--- src/rtl/tappy_pkg.sv ---
// Shared types and byte constants for the PS/2 scancode decoder.
package tappy_pkg;

  // Decoder prefix states.
  typedef enum logic [2:0] {
    ST_IDLE    = 3'd0,
    ST_EXT     = 3'd1,
    ST_BRK     = 3'd2,
    ST_EXT_BRK = 3'd3,
    ST_PAUSE   = 3'd4
  } dec_state_t;

  // One decoded key event as held in the event FIFO.
  typedef struct packed {
    logic [7:0] code;
    logic       ext;
    logic       brk;
  } scan_event_t;

  // Protocol bytes with special meaning.
  localparam logic [7:0] BYTE_E0 = 8'hE0;
  localparam logic [7:0] BYTE_F0 = 8'hF0;
  localparam logic [7:0] BYTE_E1 = 8'hE1;
  localparam logic [7:0] BYTE_AA = 8'hAA;
  localparam logic [7:0] BYTE_FC = 8'hFC;
  localparam logic [7:0] BYTE_00 = 8'h00;

  // Bytes that follow E1 in the Pause sequence before the event is emitted.
  localparam logic [2:0] PAUSE_SKIP = 3'd7;

  // Error bytes abort any sequence regardless of state.
  function automatic logic is_abort_byte(input logic [7:0] b);
    return (b == BYTE_FC) || (b == BYTE_00);
  endfunction

endpackage

--- src/rtl/scan_fifo.sv ---
// Small event FIFO: write on push, show head combinationally while non-empty.
module scan_fifo
  import tappy_pkg::*;
#(
  parameter int DEPTH = 4
) (
  input  logic        clk,
  input  logic        rst_n,
  input  logic        push,
  input  scan_event_t push_ev,
  input  logic        pop_ready,
  output logic        valid,
  output scan_event_t head,
  output logic        drop
);

  localparam int AW = $clog2(DEPTH);

  logic [AW:0] wr_ptr_q, wr_ptr_d;
  logic [AW:0] rd_ptr_q, rd_ptr_d;
  logic        empty, full, do_pop, do_push;

  scan_event_t mem [DEPTH];

  // Occupancy flags and accepted push/pop; a pop frees the slot a full push needs.
  always_comb begin
    empty   = (wr_ptr_q == rd_ptr_q);
    full    = (wr_ptr_q[AW] != rd_ptr_q[AW]) &&
              (wr_ptr_q[AW-1:0] == rd_ptr_q[AW-1:0]);
    do_pop  = !empty && pop_ready;
    do_push = push && (!full || do_pop);
    drop    = push && full && !do_pop;
  end

  // Pointer advance with natural wrap of the extra MSB.
  always_comb begin
    wr_ptr_d = wr_ptr_q;
    rd_ptr_d = rd_ptr_q;
    if (do_push) wr_ptr_d = wr_ptr_q + (AW+1)'(1);
    if (do_pop)  rd_ptr_d = rd_ptr_q + (AW+1)'(1);
  end

  // Pointer registers.
  always_ff @(posedge clk or negedge rst_n) begin
    if (!rst_n) begin
      wr_ptr_q <= '0;
      rd_ptr_q <= '0;
    end else begin
      wr_ptr_q <= wr_ptr_d;
      rd_ptr_q <= rd_ptr_d;
    end
  end

  // Storage array; contents need no reset since the pointers gate visibility.
  always_ff @(posedge clk) begin
    if (do_push) mem[wr_ptr_q[AW-1:0]] <= push_ev;
  end

  // Head is forced to zero when empty so outputs are quiet in and after reset.
  always_comb begin
    valid = !empty;
    head  = empty ? '0 : mem[rd_ptr_q[AW-1:0]];
  end

endmodule

--- src/rtl/scan_decoder.sv ---
// PS/2 scancode decoder: prefix FSM, inter-byte timeout and event FIFO.
module scan_decoder
  import tappy_pkg::*;
#(
  parameter int FIFO_DEPTH = 4,
  parameter int TIMEOUT    = 2000
) (
  input  logic       sysclk,
  input  logic       reset,
  input  logic [7:0] word,
  input  logic       done,
  output logic       ev_valid,
  input  logic       ev_ready,
  output logic [7:0] ev_code,
  output logic       ev_ext,
  output logic       ev_break,
  output logic       bat_ok,
  output logic       err,
  output logic       overflow
);

  localparam int TMO_W = $clog2(TIMEOUT + 1);

  dec_state_t  state_q, state_d;
  logic [2:0]  skip_q, skip_d;
  logic [TMO_W-1:0] tmo_q, tmo_d;
  logic        bat_ok_q, bat_ok_d;
  logic        err_q, err_d;
  logic        overflow_q, overflow_d;

  logic        abort_byte;
  logic        tmo_expire;
  logic        push;
  scan_event_t push_ev;
  scan_event_t head_ev;
  logic        fifo_drop;

  // Expiry only counts when no byte arrives; a byte in that cycle wins.
  always_comb begin
    abort_byte = done && is_abort_byte(word);
    tmo_expire = (state_q != ST_IDLE) && !done &&
                 (tmo_q == TMO_W'(TIMEOUT - 1));
  end

  // State, counter and pulse registers.
  always_ff @(posedge sysclk or negedge reset) begin
    if (!reset) begin
      state_q    <= ST_IDLE;
      skip_q     <= '0;
      tmo_q      <= '0;
      bat_ok_q   <= 1'b0;
      err_q      <= 1'b0;
      overflow_q <= 1'b0;
    end else begin
      state_q    <= state_d;
      skip_q     <= skip_d;
      tmo_q      <= tmo_d;
      bat_ok_q   <= bat_ok_d;
      err_q      <= err_d;
      overflow_q <= overflow_d;
    end
  end

  // Next-state: prefix tracking, E1 restarts a Pause sequence outside PAUSE.
  always_comb begin
    state_d = state_q;
    if (done) begin
      if (abort_byte) begin
        state_d = ST_IDLE;
      end else begin
        unique case (state_q)
          ST_IDLE: begin
            if (word == BYTE_E0)      state_d = ST_EXT;
            else if (word == BYTE_F0) state_d = ST_BRK;
            else if (word == BYTE_E1) state_d = ST_PAUSE;
            else                      state_d = ST_IDLE;
          end
          ST_EXT: begin
            if (word == BYTE_F0)      state_d = ST_EXT_BRK;
            else if (word == BYTE_E0) state_d = ST_EXT;
            else if (word == BYTE_E1) state_d = ST_PAUSE;
            else                      state_d = ST_IDLE;
          end
          ST_BRK, ST_EXT_BRK: begin
            if (word == BYTE_E1)      state_d = ST_PAUSE;
            else                      state_d = ST_IDLE;
          end
          ST_PAUSE: begin
            if (skip_q <= 3'd1)       state_d = ST_IDLE;
          end
          default:                    state_d = ST_IDLE;
        endcase
      end
    end else if (tmo_expire) begin
      state_d = ST_IDLE;
    end
  end

  // Skip and timeout counters; every byte restarts the inter-byte timer.
  always_comb begin
    skip_d = skip_q;
    tmo_d  = '0;
    if (done) begin
      if (abort_byte)                                  skip_d = '0;
      else if (state_q == ST_PAUSE)                    skip_d = (skip_q == 3'd0) ? 3'd0 : skip_q - 3'd1;
      else if (word == BYTE_E1)                        skip_d = PAUSE_SKIP;
    end else if (tmo_expire) begin
      skip_d = '0;
    end else if (state_q != ST_IDLE) begin
      tmo_d = tmo_q + TMO_W'(1);
    end
  end

  // Outputs: event pushes and the one-cycle status pulses.
  always_comb begin
    push       = 1'b0;
    push_ev    = '0;
    bat_ok_d   = 1'b0;
    err_d      = tmo_expire;
    overflow_d = fifo_drop;
    if (done) begin
      if (abort_byte) begin
        err_d = 1'b1;
      end else begin
        unique case (state_q)
          ST_IDLE: begin
            if (word == BYTE_AA) begin
              bat_ok_d = 1'b1;
            end else if (word != BYTE_E0 && word != BYTE_F0 && word != BYTE_E1) begin
              push    = 1'b1;
              push_ev = '{code: word, ext: 1'b0, brk: 1'b0};
            end
          end
          ST_EXT: begin
            if (word != BYTE_E0 && word != BYTE_F0 && word != BYTE_E1) begin
              push    = 1'b1;
              push_ev = '{code: word, ext: 1'b1, brk: 1'b0};
            end
          end
          ST_BRK: begin
            if (word != BYTE_E1) begin
              push    = 1'b1;
              push_ev = '{code: word, ext: 1'b0, brk: 1'b1};
            end
          end
          ST_EXT_BRK: begin
            if (word != BYTE_E1) begin
              push    = 1'b1;
              push_ev = '{code: word, ext: 1'b1, brk: 1'b1};
            end
          end
          ST_PAUSE: begin
            if (skip_q <= 3'd1) begin
              push    = 1'b1;
              push_ev = '{code: BYTE_E1, ext: 1'b1, brk: 1'b0};
            end
          end
          default: ;
        endcase
      end
    end
  end

  scan_fifo #(
    .DEPTH(FIFO_DEPTH)
  ) u_fifo (
    .clk      (sysclk),
    .rst_n    (reset),
    .push     (push),
    .push_ev  (push_ev),
    .pop_ready(ev_ready),
    .valid    (ev_valid),
    .head     (head_ev),
    .drop     (fifo_drop)
  );

  assign ev_code  = head_ev.code;
  assign ev_ext   = head_ev.ext;
  assign ev_break = head_ev.brk;
  assign bat_ok   = bat_ok_q;
  assign err      = err_q;
  assign overflow = overflow_q;

endmodule

--- config.mk ---
export PLATFORM = sky130hd
export DESIGN_NAME = scan_decoder
export DESIGN_NICKNAME = d
export VERILOG_FILES = /design/src/rtl/tappy_pkg.sv /design/src/rtl/scan_fifo.sv /design/src/rtl/scan_decoder.sv
export SDC_FILE = /design/constraint.sdc
export NUM_CORES = 1
export LEC_CHECK = 0
export CAP_MARGIN = 15
export CORE_UTILIZATION = 62
export DETAILED_ROUTE_END_ITERATION = 8
export PLACE_DENSITY = 0.93
export SYNTH_ARGS = -nofsm -noshare
export SYNTH_HDL_FRONTEND = slang
export SYNTH_SLANG_ARGS = --single-unit
--- constraint.sdc ---
create_clock -name sysclk -period 3.7 [get_ports sysclk]
set_input_delay 0.74 -clock sysclk [delete_from_list [all_inputs] [get_ports sysclk]]
set_output_delay 0.74 -clock sysclk [all_outputs]
set_load 0.005 [all_outputs]
* Word-level counts from Yosys, hierarchy flattened
Memories as Yosys holds them, arrays and structs flattened. Index checks and enable logic that the tools add are counted. W data, S select, Z words.
Operators by class: magnitude comparators 1, add/subtract/negate cells 4, equal/unequal tests 18, reduce and logical (&&, ||, !) cells 24, mux-type cells 43
Operators by type and width (count):
- $mux W10 | 9
- $pmux W10 S5 | 1
- $mux W3 | 14
- $eq A8 B8 Y1 const B | 5
- $mux W11 | 3
- $ne A8 B8 Y1 const B | 3
- $mux W1 | 14
- $pmux W3 S4 | 1
- $add A11 B1 Y11 const B | 1
- $eq A11 B11 Y1 const B | 1
- $logic_and A1 B1 Y1 | 10
- $logic_not A8 Y1 | 1
- $add A3 B1 Y3 const B | 2
- $eq A3 B2 Y1 const B | 2
- $logic_not A3 Y1 | 2
- $logic_not A1 Y1 | 4
- $ne A4 B1 Y1 const B | 1
- $ne A4 B4 Y1 const B | 1
- $pmux W1 S4 | 1
- $reduce_and A2 Y1 | 2
- $eq A3 B1 Y1 const B | 1
- $eq A3 B3 Y1 | 1
- $eq A3 B3 Y1 const B | 1
- $le A3 B1 Y1 const B | 1
- other kinds (7) | 8
Word-level totals: bits in registers 26, bits in writable memories 40, input port bits 12, memories 1
Memories:
- u_fifo.mem | words 4, width 10, read ports 1, clocked after Yosys merged registers in 0, write ports 1, RTL line scan_fifo.sv:23 | scan_event_t mem [DEPTH];

* Longest topological paths before layout
Gate-level depths: netlist of run 1.
depth after elaboration 11, gate-level depth with buffers 7, mapped depth without buffers 6

* By module
A second synthesis of run 1 with hierarchy kept.
Unflattened totals: cells, all modules 245, area, all modules 3230.6 um^2
Modules (own cells, without submodules):
- scan_fifo | cells each 102, area an instance 1935.6 um^2, instances 1
- scan_decoder | cells each 143, area an instance 1295.0 um^2, instances 1

* Least setup slack after synthesis of run 1
OpenSTA, ideal clock, no wires.
path kind in2reg, from input port word[0], to memory u_fifo.mem[0][0] (netlist name), enable pin, required time 3.435 ns, data arrival time 2.217 ns, setup slack 1.218 ns, cell stages on the path 6, path through buf_2 or4_4 o221ai_2 nand2b_2 a211oi_2 and2_2
Between the ends: cells in the longest elaborated chain, start to end 11, elaborated cells between the ends (all ways) 19, classes of those cells eq/ne: 5; mux: 8; reduce/logical: 6
RTL lines:
- start, declared | RTL line scan_decoder.sv:10 | input logic [7:0] word,
- $ne A8 B8 Y1 | RTL line scan_decoder.sv:129, scan_decoder.sv:135
- $logic_and A1 B1 Y1 (2 in a row) | RTL line scan_decoder.sv:129, scan_decoder.sv:135
- $mux W1 | RTL line scan_decoder.sv:129, scan_decoder.sv:135
- $mux W1 | RTL line scan_decoder.sv:127 | if (word == BYTE_AA) begin
- $pmux W1 S4 | RTL line scan_decoder.sv:125 | unique case (state_q)
- $mux W1 * | RTL line scan_decoder.sv:122 | if (abort_byte) begin
- $mux W1 * | RTL line scan_decoder.sv:121 | if (done) begin
- $logic_and A1 B1 Y1 * | RTL line scan_fifo.sv:31 | do_push = push && (!full || do_pop);
- $mux W1 * | RTL line scan_fifo.sv:56 | if (do_push) mem[wr_ptr_q[AW-1:0]] <= push_ev;
- $mux W1 (implied by the code) * | RTL line scan_fifo.sv:56
- end, declared | RTL line scan_fifo.sv:23
Mark *: on every way between the ends. The rest lies on a longest branch, timed or not.

* Final worst setup path of run 1
from register u_fifo.rd_ptr_q[0], to output port ev_code[6]
Between the ends: cells in the longest elaborated chain, start to end 2, elaborated cells between the ends (all ways) 3, classes of those cells eq/ne: 1; mux: 1; memory: 1
RTL lines:
- start, declared | RTL line scan_fifo.sv:20 | logic [AW:0] rd_ptr_q, rd_ptr_d;
- start signal, assigned | RTL line scan_fifo.sv:50 | rd_ptr_q <= rd_ptr_d;
- $mem_v2 Z4 W10 / $eq A3 B3 Y1 (equally long branches)
- $mux W10 * | RTL line scan_fifo.sv:62 | head = empty ? '0 : mem[rd_ptr_q[AW-1:0]];
- end, declared | RTL line scan_decoder.sv:14 | output logic [7:0] ev_code,
Marks and branches as above.

==> flow_summary.yaml, run 1 <==
setup_path:
  critPathRequiredTime_ns: 2.96
  crit_path_max_fanout: 13
  worst_setup_path_end_kind: "output port"
  sort_of_element_at_the_start_of_the_critical_path: "flop"
  worst-r2r-setup-slack_ns: 1.11
  worst_r2r_path_depth: 4
  cp_data_arrival_time_ns: 2.33
  crit_type: "reg -> out"
  crit-reg2reg-capture: "u_fifo.mem[3][4]$_DFFE_PP_"
  worstReg2RegStart: "state_q[1]$_DFFE_PN0P_"
detailed_routing:
  routed_wire_length_per_instance_um: 16.9
  final_ant_viol_nets: 0
  first_drt_iteration_drcs: 146
  count_of_unresolved_drc_violations_after_routing: 0
  viasPerCell: 5.71
  dr_total_vias: 1918
  drt_pre_antenna_iters: 4
  route.final.wire_length_um: 5680
timing:
  max_slew.worst_pin.slew_ns: 0.802
  timing.setup.tns_ns: 0
  rsz0062_at_grt: "false"
  period_minus_slack_ns: 3.07
  finClkSkew_ns: 0.00735
  setup-violations-final: 0
  fmax_ghz: 0.326
  slew_headroom_pct: 46.5
  finalWorstSetupSlack_ns: 0.633
  final_min_period_over_clock_period_pct: 82.9
  finalMaxSlewViolations: 0
  finalHoldViolations: 0
pwr:
  standby_leakage_power_nw: 1.37
  share_clk_of_total_power_pct: 24.4
  combPwrFrac_pct: 31.9
  cellPowerDensity_nw_per_um2: 636
  power.share.sequential_pct: 43.8
  power.net_switching_mw: 0.663
  swShare_pct: 28.2
  internal_power_mw: 1.69
  worst_ir_drop_vdd_uv: 406
logic_synthesis:
  synth-edff-count: 40
  synth.net_count: 251
  synthFlopType: "sky130_fd_sc_hd__edfxtp_1"
  synthCells: 231
  synth_largest_area_cell: "sky130_fd_sc_hd__edfxtp_1"
  synth_top_area_share_pct: 37.8
  postSynth.asyncResetShare_pct: 39.4
  yosysMostFrequentCell: "sky130_fd_sc_hd__edfxtp_1"
  synth.avg_cell_area_um2: 13.8
  yosysWarnings: 0
  synth_common_cells: "40 x sky130_fd_sc_hd__edfxtp_1, 26 x sky130_fd_sc_hd__dfrtp_1, 20 x sky130_fd_sc_hd__nor2_1"
  synth_cell_type_count: 52
  synth_area_leaders: "sky130_fd_sc_hd__edfxtp_1 38%, sky130_fd_sc_hd__dfrtp_1 20%, sky130_fd_sc_hd__mux4_2 7.1%, sky130_fd_sc_hd__ha_1 3.1%, sky130_fd_sc_hd__xnor2_1 2.8%"
  ys_seq_area_share_pct: 58.2
  netlist_area_before_placement_um2: 3180
  yosys_register_bits: 66
grt:
  first_global_vias: 1904
  grt_start_max_net_pins: 27
  grt.total_usage_pct: 24.2
  grt_first_pass_wirelength_um: 9270
  globalRoute.totalOverflow: 0
  number_of_antenna_violations_at_the_first_check_in_global_routing: 0
final_layout:
  post_route_cells_drive_above_1_share_pct: 16.0
  area_growth_syn_to_layout_pct: 16.2
  final_cell_count_no_fill: 336
  final_net_count: 284
  antennaDiodeCount: 0
  post-route-util_pct: 76.7
clocking:
  clockRootBuffer: "sky130_fd_sc_hd__clkbuf_8"
  clkSinkCount: 66
  max_clock_buf_depth: 2
  cts.repair.resized: 0
  cts_buffers: 9
  clk_transition_reported_paths_ns: 0.07
  tritoncts: "built"
  htree_levels: 3
  worstSkewPairLatency_ns: 0.34
  holdBufCountCts: 0
  post-cts-setup-buffers: 0
placed_design:
  dp_cells: 320
  dp_slack_ns: 0.583
  port_buffers: 25
  place_hpwl_um: 3970
  gpl.final_weighted_congestion: 0.845
worst_hold_path:
  hold-path-cell-count: 1
  worst_hold_path.endpoint: "tmo_q[0]$_DFF_PN0_"
  timing.hold.worst.class: "reg -> reg"
  worstHoldStart: "tmo_q[0]$_DFF_PN0_"
floorplanning:
  die_y_um: 73.6
  die_x_um: 73.6
  starting_density_pct: 66.0
  core_um2: 4820
  overall_die_area_um2: 5420
  design.portCount: 26
  rows: 25
run:
  max_cap_viol_count: 0
outcome:
  run_status: "finished, final reports clean"
-- sequential cells by signal, indices dropped and copies added, names as in the netlist --
name             flops
bat_ok               1
err                  1
overflow             1
skip_q               3
state_q              3
tmo_q               11
u_fifo.mem          40
u_fifo.rd_ptr_q      3
u_fifo.wr_ptr_q      3
-- layout make-up --
class / instances / area, um2
tap: 67 / 83.8
fill: 298 / 1120
clock inverter: 6 / 57.6
clock buffer: 10 / 128
sequential: 66 / 1850
multi-input combinational: 149 / 1260
timing repair buffer: 29 / 280
inverter: 9 / 33.8
-- worst max-delay path: stages (launching register included) --
cell                              delay [ns]
sky130_fd_sc_hd__dfrtp_1                0.82
sky130_fd_sc_hd__mux4_2                 0.60
sky130_fd_sc_hd__nor2b_1                0.14
sky130_fd_sc_hd__clkdlybuf4s50_1        0.43
-- through the flow --
| stage | hold slack (ns) | power (mW) | instance area (um2) |
|---|---|---|---|
| after CTS | 0.453 | 2.37 | 3700 |
| after detailed placement | 0.445 | 1.80 | 3510 |
| after global routing | 0.480 | 2.48 | 3700 |
| final | 0.451 | 2.35 | 3700 |
| after global placement | 0.437 | 1.77 | 3510 |
| after floorplan | 0.424 | 1.46 | 3180 |
-- power groups by stage --
stage          clock network (mW)  registers (mW)  logic, mW
3_3_place_gp                    0            1.04      0.727
6_report                    0.573            1.03      0.749
3_5_place_dp                    0            1.05      0.753
5_1_grt                     0.611            1.05      0.826
4_1_cts                     0.580            1.03      0.757
2_1_floorplan                   0           0.977      0.478
-- cells in the final DEF (no fill, tap or decap), types with 4 or more instances in the layout --
cell	instances
sky130_fd_sc_hd__a21oi_1	5
sky130_fd_sc_hd__and2_1	5
sky130_fd_sc_hd__and3_1	4
sky130_fd_sc_hd__buf_4	4
sky130_fd_sc_hd__clkbuf_8	9
sky130_fd_sc_hd__clkdlybuf4s50_1	25
sky130_fd_sc_hd__dfrtp_1	26
sky130_fd_sc_hd__edfxtp_1	40
sky130_fd_sc_hd__ha_1	8
sky130_fd_sc_hd__inv_1	9
sky130_fd_sc_hd__mux4_2	10
sky130_fd_sc_hd__nand2_1	7
sky130_fd_sc_hd__nand3_1	5
sky130_fd_sc_hd__nor2_1	20
sky130_fd_sc_hd__nor2b_1	10
sky130_fd_sc_hd__o21a_1	4
sky130_fd_sc_hd__o21ai_0	7
sky130_fd_sc_hd__xnor2_1	10
sky130_fd_sc_hd__xor2_1	6
-- metal layers --
metal	track usage (%)	routed length (um)	vias to the layer above	share of wire (%)
li1	-	-	926	-
met1	31.5	2510	935	44
met2	39.9	2880	48	51
met3	5.62	209	9	3.7
met4	9.40	75	0	1.3
met5	0	0	-	0
-- kinds of logic after synthesis --
group / synth area share, %
and+or+nand+nor: 15.3
DFF: 58.2
AOI/OAI and AO/OA: 8.58
xor gates and xnor gates: 4.41
buffers and inverters: 2.12
muxes: 8.22
adders and majority gates: 3.15
-- worst max path at each step --
stage / start / to / slack, ns / depth (start not counted)
after floorplan: word[0] / u_fifo.mem[0][0]$_DFFE_PP_ / 1.22 / 6
after global placement: word[4] / u_fifo.mem[3][4]$_DFFE_PP_ / 0.67 / 5
after detailed placement: word[4] / u_fifo.mem[3][9]$_DFFE_PP_ / 0.58 / 5
after CTS: u_fifo.rd_ptr_q[0]$_DFFE_PN0P_ / ev_code[5] / 0.58 / 3
after global routing: u_fifo.rd_ptr_q[0]$_DFFE_PN0P_ / ev_valid / 0.44 / 5
final: u_fifo.rd_ptr_q[0]$_DFFE_PN0P_ / ev_code[6] / 0.63 / 3
No activity file was read; power rests on OpenSTA's default activity.
==> inputs of run 2 (changes only) <==
--- a/config.mk
+++ b/config.mk
@@ -6,9 +6,9 @@
 export NUM_CORES = 1
 export LEC_CHECK = 0
 export CAP_MARGIN = 15
-export CORE_UTILIZATION = 62
+export CORE_UTILIZATION = 58
 export DETAILED_ROUTE_END_ITERATION = 8
-export PLACE_DENSITY = 0.93
+export PLACE_DENSITY = 0.89
 export SYNTH_ARGS = -nofsm -noshare
 export SYNTH_HDL_FRONTEND = slang
 export SYNTH_SLANG_ARGS = --single-unit
==> constraint.sdc (replaced) <==
create_clock -name sysclk -period 3.1 [get_ports sysclk]
set_input_delay 0.62 -clock sysclk [delete_from_list [all_inputs] [get_ports sysclk]]
set_output_delay 0.62 -clock sysclk [all_outputs]
set_load 0.005 [all_outputs]
==> flow_summary.yaml, run 2 (synthesized netlist as in run 1, its figures left out) <==
timing:
  finalHoldViolations: 0
  rsz0062_at_grt: "false"
  finClkSkew_ns: 0.00602
  final_min_period_over_clock_period_pct: 90.8
  fmax_ghz: 0.355
  period_minus_slack_ns: 2.81
  finalMaxSlewViolations: 0
  timing.setup.tns_ns: 0
  hold_slack_ns: 0.451
  slew_headroom_pct: 62.2
  setup-violations-final: 0
  max_slew.worst_pin.slew_ns: 0.566
final_layout:
  layout.cell_area.non_filler_um2: 3730
  final_net_count: 287
  post_route_cells_drive_above_1_share_pct: 17.3
  multi_input_area_um2: 1260
  area_growth_syn_to_layout_pct: 17.4
  antennaDiodeCount: 0
  area.sequential_um2: 1850
  layout_common_cells: "40 x sky130_fd_sc_hd__edfxtp_1, 26 x sky130_fd_sc_hd__dfrtp_1, 25 x sky130_fd_sc_hd__clkdlybuf4s50_1, 20 x sky130_fd_sc_hd__nor2_1"
  fillers: 356
  layout.cells.most_common: "sky130_fd_sc_hd__edfxtp_1"
  max_reg_flops: 40
setup_path:
  cp_cell_instances: "xor2_1 -> nor3b_1 -> buf_4 -> inv_1 -> clkdlybuf4s50_1"
  crit_buf_inv: 3
  worstReg2RegStart: "state_q[1]$_DFFE_PN0P_"
  critical_path.startpoint: "u_fifo.rd_ptr_q[1]$_DFFE_PN0P_"
  crit_type: "reg -> out"
  worst_setup_path_end_kind: "output port"
  worst_path_largest_cell_delay_ns: 0.67
  gate_family_responsible_for_the_most_delay_along_the_worst_path: "buffers and inverters"
  cell_with_the_largest_stage_delay_on_the_worst_path: "sky130_fd_sc_hd__dfrtp_1"
  crit_path_max_fanout: 13
  cp_data_arrival_time_ns: 2.19
  critPathRequiredTime_ns: 2.48
  sort_of_element_at_the_start_of_the_critical_path: "flop"
run:
  max_cap_viol_count: 0
placed_design:
  placement.cell_area_um2: 3540
  place_hpwl_um: 4150
  gpl.final_weighted_congestion: 0.803
  port_buffers: 25
pwr:
  totalPowerFinal_mw: 2.85
  power.net_switching_mw: 0.790
  combPwrFrac_pct: 33.8
  cellPowerDensity_nw_per_um2: 764
  share_clk_of_total_power_pct: 24.6
  worst_ir_drop_vdd_uv: 423
  swShare_pct: 27.7
  internal_power_mw: 2.06
  standby_leakage_power_nw: 1.39
  power.share.sequential_pct: 41.6
worst_hold_path:
  worstHoldStart: "tmo_q[0]$_DFF_PN0_"
  timing.hold.worst.class: "reg -> reg"
detailed_routing:
  routed_wire_length_per_instance_um: 17.0
  dr_total_vias: 1980
  final_ant_viol_nets: 0
  drt_pre_antenna_iters: 4
  count_of_unresolved_drc_violations_after_routing: 0
  first_drt_iteration_drcs: 107
  route.final.wire_length_um: 5800
  viasPerCell: 5.79
grt:
  grt_first_pass_wirelength_um: 9910
  grt.total_usage_pct: 22.5
  grt_start_max_net_pins: 27
  first_global_vias: 1985
  globalRoute.totalOverflow: 0
  number_of_antenna_violations_at_the_first_check_in_global_routing: 0
floorplanning:
  die_x_um: 76.1
  die_y_um: 76.1
  core_um2: 5200
  rows: 26
  overall_die_area_um2: 5780
  starting_density_pct: 61.1
  design.portCount: 26
clocking:
  holdBufCountCts: 0
  cts.repair.resized: 0
  post-cts-setup-buffers: 0
  cts_buffers: 9
  clkSinkCount: 66
  htree_levels: 3
  tritoncts: "built"
  clockRootBuffer: "sky130_fd_sc_hd__clkbuf_8"
  max_clock_buf_depth: 2
  worstSkewPairLatency_ns: 0.33
  clk_transition_reported_paths_ns: 0.07
outcome:
  run_status: "finished, final reports clean"
-- run 2: power groups by stage --
stage,logic [mW],clock network (mW),registers [mW]
4_1_cts,0.979,0.711,1.19
3_3_place_gp,0.933,0,1.20
3_5_place_dp,0.972,0,1.21
2_1_floorplan,0.570,0,1.17
5_1_grt,1.06,0.753,1.21
6_report,0.963,0.703,1.19
-- run 2: path summary, 6_finish.rpt --
check | endpoint | slack [ns] | depth (start not counted)
worst max-delay path | ev_valid | 0.29 | 5
worst min-delay path | tmo_q[0]$_DFF_PN0_ | 0.45 | 1
worst max register to register | u_fifo.mem[1][9]$_DFFE_PP_ | 0.53 | 5
worst min register to register | tmo_q[0]$_DFF_PN0_ | 0.45 | 1
max in group asynchronous | tmo_q[2]$_DFF_PN0_ | 2.20 | 2
min in group asynchronous | u_fifo.wr_ptr_q[1]$_DFFE_PN0P_ | 0.65 | 2
-- run 2: area by class of cell --
class	instances	share of cell area (%)
clock buffers	12	3.89
multi-input cells	149	33.8
well taps	70	2.35
clock inverters	4	1.37
flip-flops and latches	66	49.6
inverters	9	0.905
repair buffers	32	8.11
-- run 2: metrics by stage --
step / cells / utilization, % / setup slack (ns)
after global placement: 326 / 68.0 / 0.196
after CTS: 342 / 71.7 / 0.243
final: 342 / 71.7 / 0.286
after global routing: 342 / 71.7 / 0.0876
after detailed placement: 326 / 68.0 / 0.106
after floorplan: 231 / - / 0.738
-- run 2: metal layers --
layer / vias up / GRT usage [%] / wire [um]
met3: 8 / 5.51 / 182
met2: 49 / 37.2 / 3040
li1: 940 / - / -
met4: 0 / 7.50 / 72
met1: 983 / 29.5 / 2510
met5: - / 0 / 0
==> inputs of run 3 (changes only) <==
--- a/config.mk
+++ b/config.mk
@@ -8,7 +8,9 @@
 export CAP_MARGIN = 15
 export CORE_UTILIZATION = 58
 export DETAILED_ROUTE_END_ITERATION = 8
+export GPL_TIMING_DRIVEN = 0
 export PLACE_DENSITY = 0.89
+export SETUP_SLACK_MARGIN = 0.02
 export SYNTH_ARGS = -nofsm -noshare
 export SYNTH_HDL_FRONTEND = slang
 export SYNTH_SLANG_ARGS = --single-unit
==> flow_summary.yaml, run 3 (synthesized netlist as in run 1, its figures left out) <==
outcome:
  run_status: "finished, final reports clean"
final_layout:
  antennaDiodeCount: 0
  max_reg_flops: 40
  area_growth_syn_to_layout_pct: 18.1
  post_route_cells_drive_above_1_share_pct: 16.5
  layout.cells.most_common: "sky130_fd_sc_hd__edfxtp_1"
  layout_common_cells: "40 x sky130_fd_sc_hd__edfxtp_1, 26 x sky130_fd_sc_hd__dfrtp_1, 24 x sky130_fd_sc_hd__clkdlybuf4s50_1, 20 x sky130_fd_sc_hd__nor2_1"
  final_net_count: 287
detailed_routing:
  route.final.wire_length_um: 6200
  routed_wire_length_per_instance_um: 18.1
  count_of_unresolved_drc_violations_after_routing: 0
  dr_total_vias: 2010
  first_drt_iteration_drcs: 130
  viasPerCell: 5.88
  drt_pre_antenna_iters: 4
  final_ant_viol_nets: 0
setup_path:
  crit_path_depth: 4
  cell_with_the_largest_stage_delay_on_the_worst_path: "sky130_fd_sc_hd__mux4_2"
  cp_cell_instances: "buf_2 -> mux4_2 -> nor2b_1 -> clkdlybuf4s50_1"
  crit_path_max_fanout: 10
  worst_setup_path_end_kind: "output port"
  critPathRequiredTime_ns: 2.48
  crit_buf_inv: 2
  worst_path_largest_cell_delay_ns: 0.56
  gate_family_responsible_for_the_most_delay_along_the_worst_path: "buffers and inverters"
  sort_of_element_at_the_start_of_the_critical_path: "flop"
  crit_type: "reg -> out"
  cp_data_arrival_time_ns: 2.28
  worst_r2r_path_depth: 5
worst_hold_path:
  hold-path-cell-count: 1
  timing.hold.worst.class: "reg -> reg"
timing:
  finalMaxSlewViolations: 0
  setup-violations-final: 0
  finClkSkew_ns: 0.00926
  finalHoldViolations: 0
  rsz0062_at_grt: "false"
  max_slew.worst_pin.slew_ns: 0.945
  final_min_period_over_clock_period_pct: 93.4
  fmax_ghz: 0.345
  timing.setup.tns_ns: 0
  period_minus_slack_ns: 2.90
  slew_headroom_pct: 36.4
run:
  max_cap_viol_count: 0
grt:
  globalRoute.totalOverflow: 0
  number_of_antenna_violations_at_the_first_check_in_global_routing: 0
  first_global_vias: 2018
  grt.total_usage_pct: 23.3
  grt_start_max_net_pins: 27
  grt_first_pass_wirelength_um: 10000
clocking:
  max_clock_buf_depth: 2
  clockRootBuffer: "sky130_fd_sc_hd__clkbuf_8"
  post-cts-setup-buffers: 0
  tritoncts: "built"
  holdBufCountCts: 0
  clk_transition_reported_paths_ns: 0.07
  worstSkewPairLatency_ns: 0.34
  cts.repair.resized: 0
  htree_levels: 3
  clkSinkCount: 66
  cts_buffers: 9
floorplanning:
  core_um2: 5200
  die_y_um: 76.1
  die_x_um: 76.1
  overall_die_area_um2: 5780
  rows: 26
  design.portCount: 26
  starting_density_pct: 61.1
pwr:
  worst_ir_drop_vdd_uv: 471
  cellPowerDensity_nw_per_um2: 796
  totalPowerFinal_mw: 2.99
  standby_leakage_power_nw: 1.40
placed_design:
  place_hpwl_um: 4160
  port_buffers: 24
  gpl.final_weighted_congestion: 0.867
[run 3: cell types whose count changed in the layout (fill, tap and decap cells not counted), sizes merged]
cell,previous run,this run
clkinvlp,1,0
clkinv,2,4
clkdlybuf4s50,25,24
buf,7,5
bufinv,1,3
[run 3: worst paths after layout]
path	from	slack, ns	end
worst max-delay path	u_fifo.rd_ptr_q[0]$_DFFE_PN0P_	0.20	ev_code[0]
worst min-delay path	tmo_q[0]$_DFF_PN0_	0.45	tmo_q[0]$_DFF_PN0_
worst max register to register	state_q[1]$_DFFE_PN0P_	0.36	u_fifo.mem[3][7]$_DFFE_PP_
worst min register to register	tmo_q[0]$_DFF_PN0_	0.45	tmo_q[0]$_DFF_PN0_
max in group asynchronous	reset	1.93	overflow$_DFF_PN0_
min in group asynchronous	reset	0.66	tmo_q[10]$_DFF_PN0_
[run 3: layout make-up]
class                   count  area (um2)
clock inverters             7         108
fillers                   338        1450
flip-flops and latches     66        1850
inverters                   9        33.8
well taps                  70        87.6
plain buffers               7        33.8
multi-input cells         149        1260
repair buffers             25         255
clock buffers               9         124
[run 3: where the power goes]
part	internal (mW)	leakage (nW)	total (mW)	switching (mW)
Combinational	0.546	0.553	0.960	0.414
Sequential	1.10	0.729	1.18	0.0777
Clock	0.526	0.118	0.853	0.327
[run 3: metrics by stage]
step	utilization [%]	cell area, um2	cells	hold WS (ns)	setup WS, ns
2_1_floorplan	-	3180	231	0.324	0.738
3_3_place_gp	67.4	3510	325	0.445	0.0176
3_5_place_dp	67.4	3510	325	0.447	0.00615
4_1_cts	71.9	3740	341	0.456	0.162
5_1_grt	72.1	3750	342	0.473	0.0797
6_report	72.1	3750	342	0.449	0.203
[run 3: per-layer routing]
| metal | vias to the layer above | global-route usage [%] | share of wire [%] |
|---|---|---|---|
| li1 | 932 | - | - |
| met1 | 989 | 27.3 | 38 |
| met2 | 78 | 39.9 | 54 |
| met3 | 11 | 6.95 | 5.7 |
| met4 | 0 | 10.2 | 1.5 |
| met5 | - | 0 | 0 |
[run 3: worst reg2reg max path, cell delays in order, from the launching register on]
cell and delay, ns:
sky130_fd_sc_hd__dfrtp_1 0.38, sky130_fd_sc_hd__buf_4 0.18, sky130_fd_sc_hd__nor3b_4 0.36, sky130_fd_sc_hd__nor3b_4 0.45
sky130_fd_sc_hd__a31oi_4 0.09, sky130_fd_sc_hd__a2111oi_4 0.91
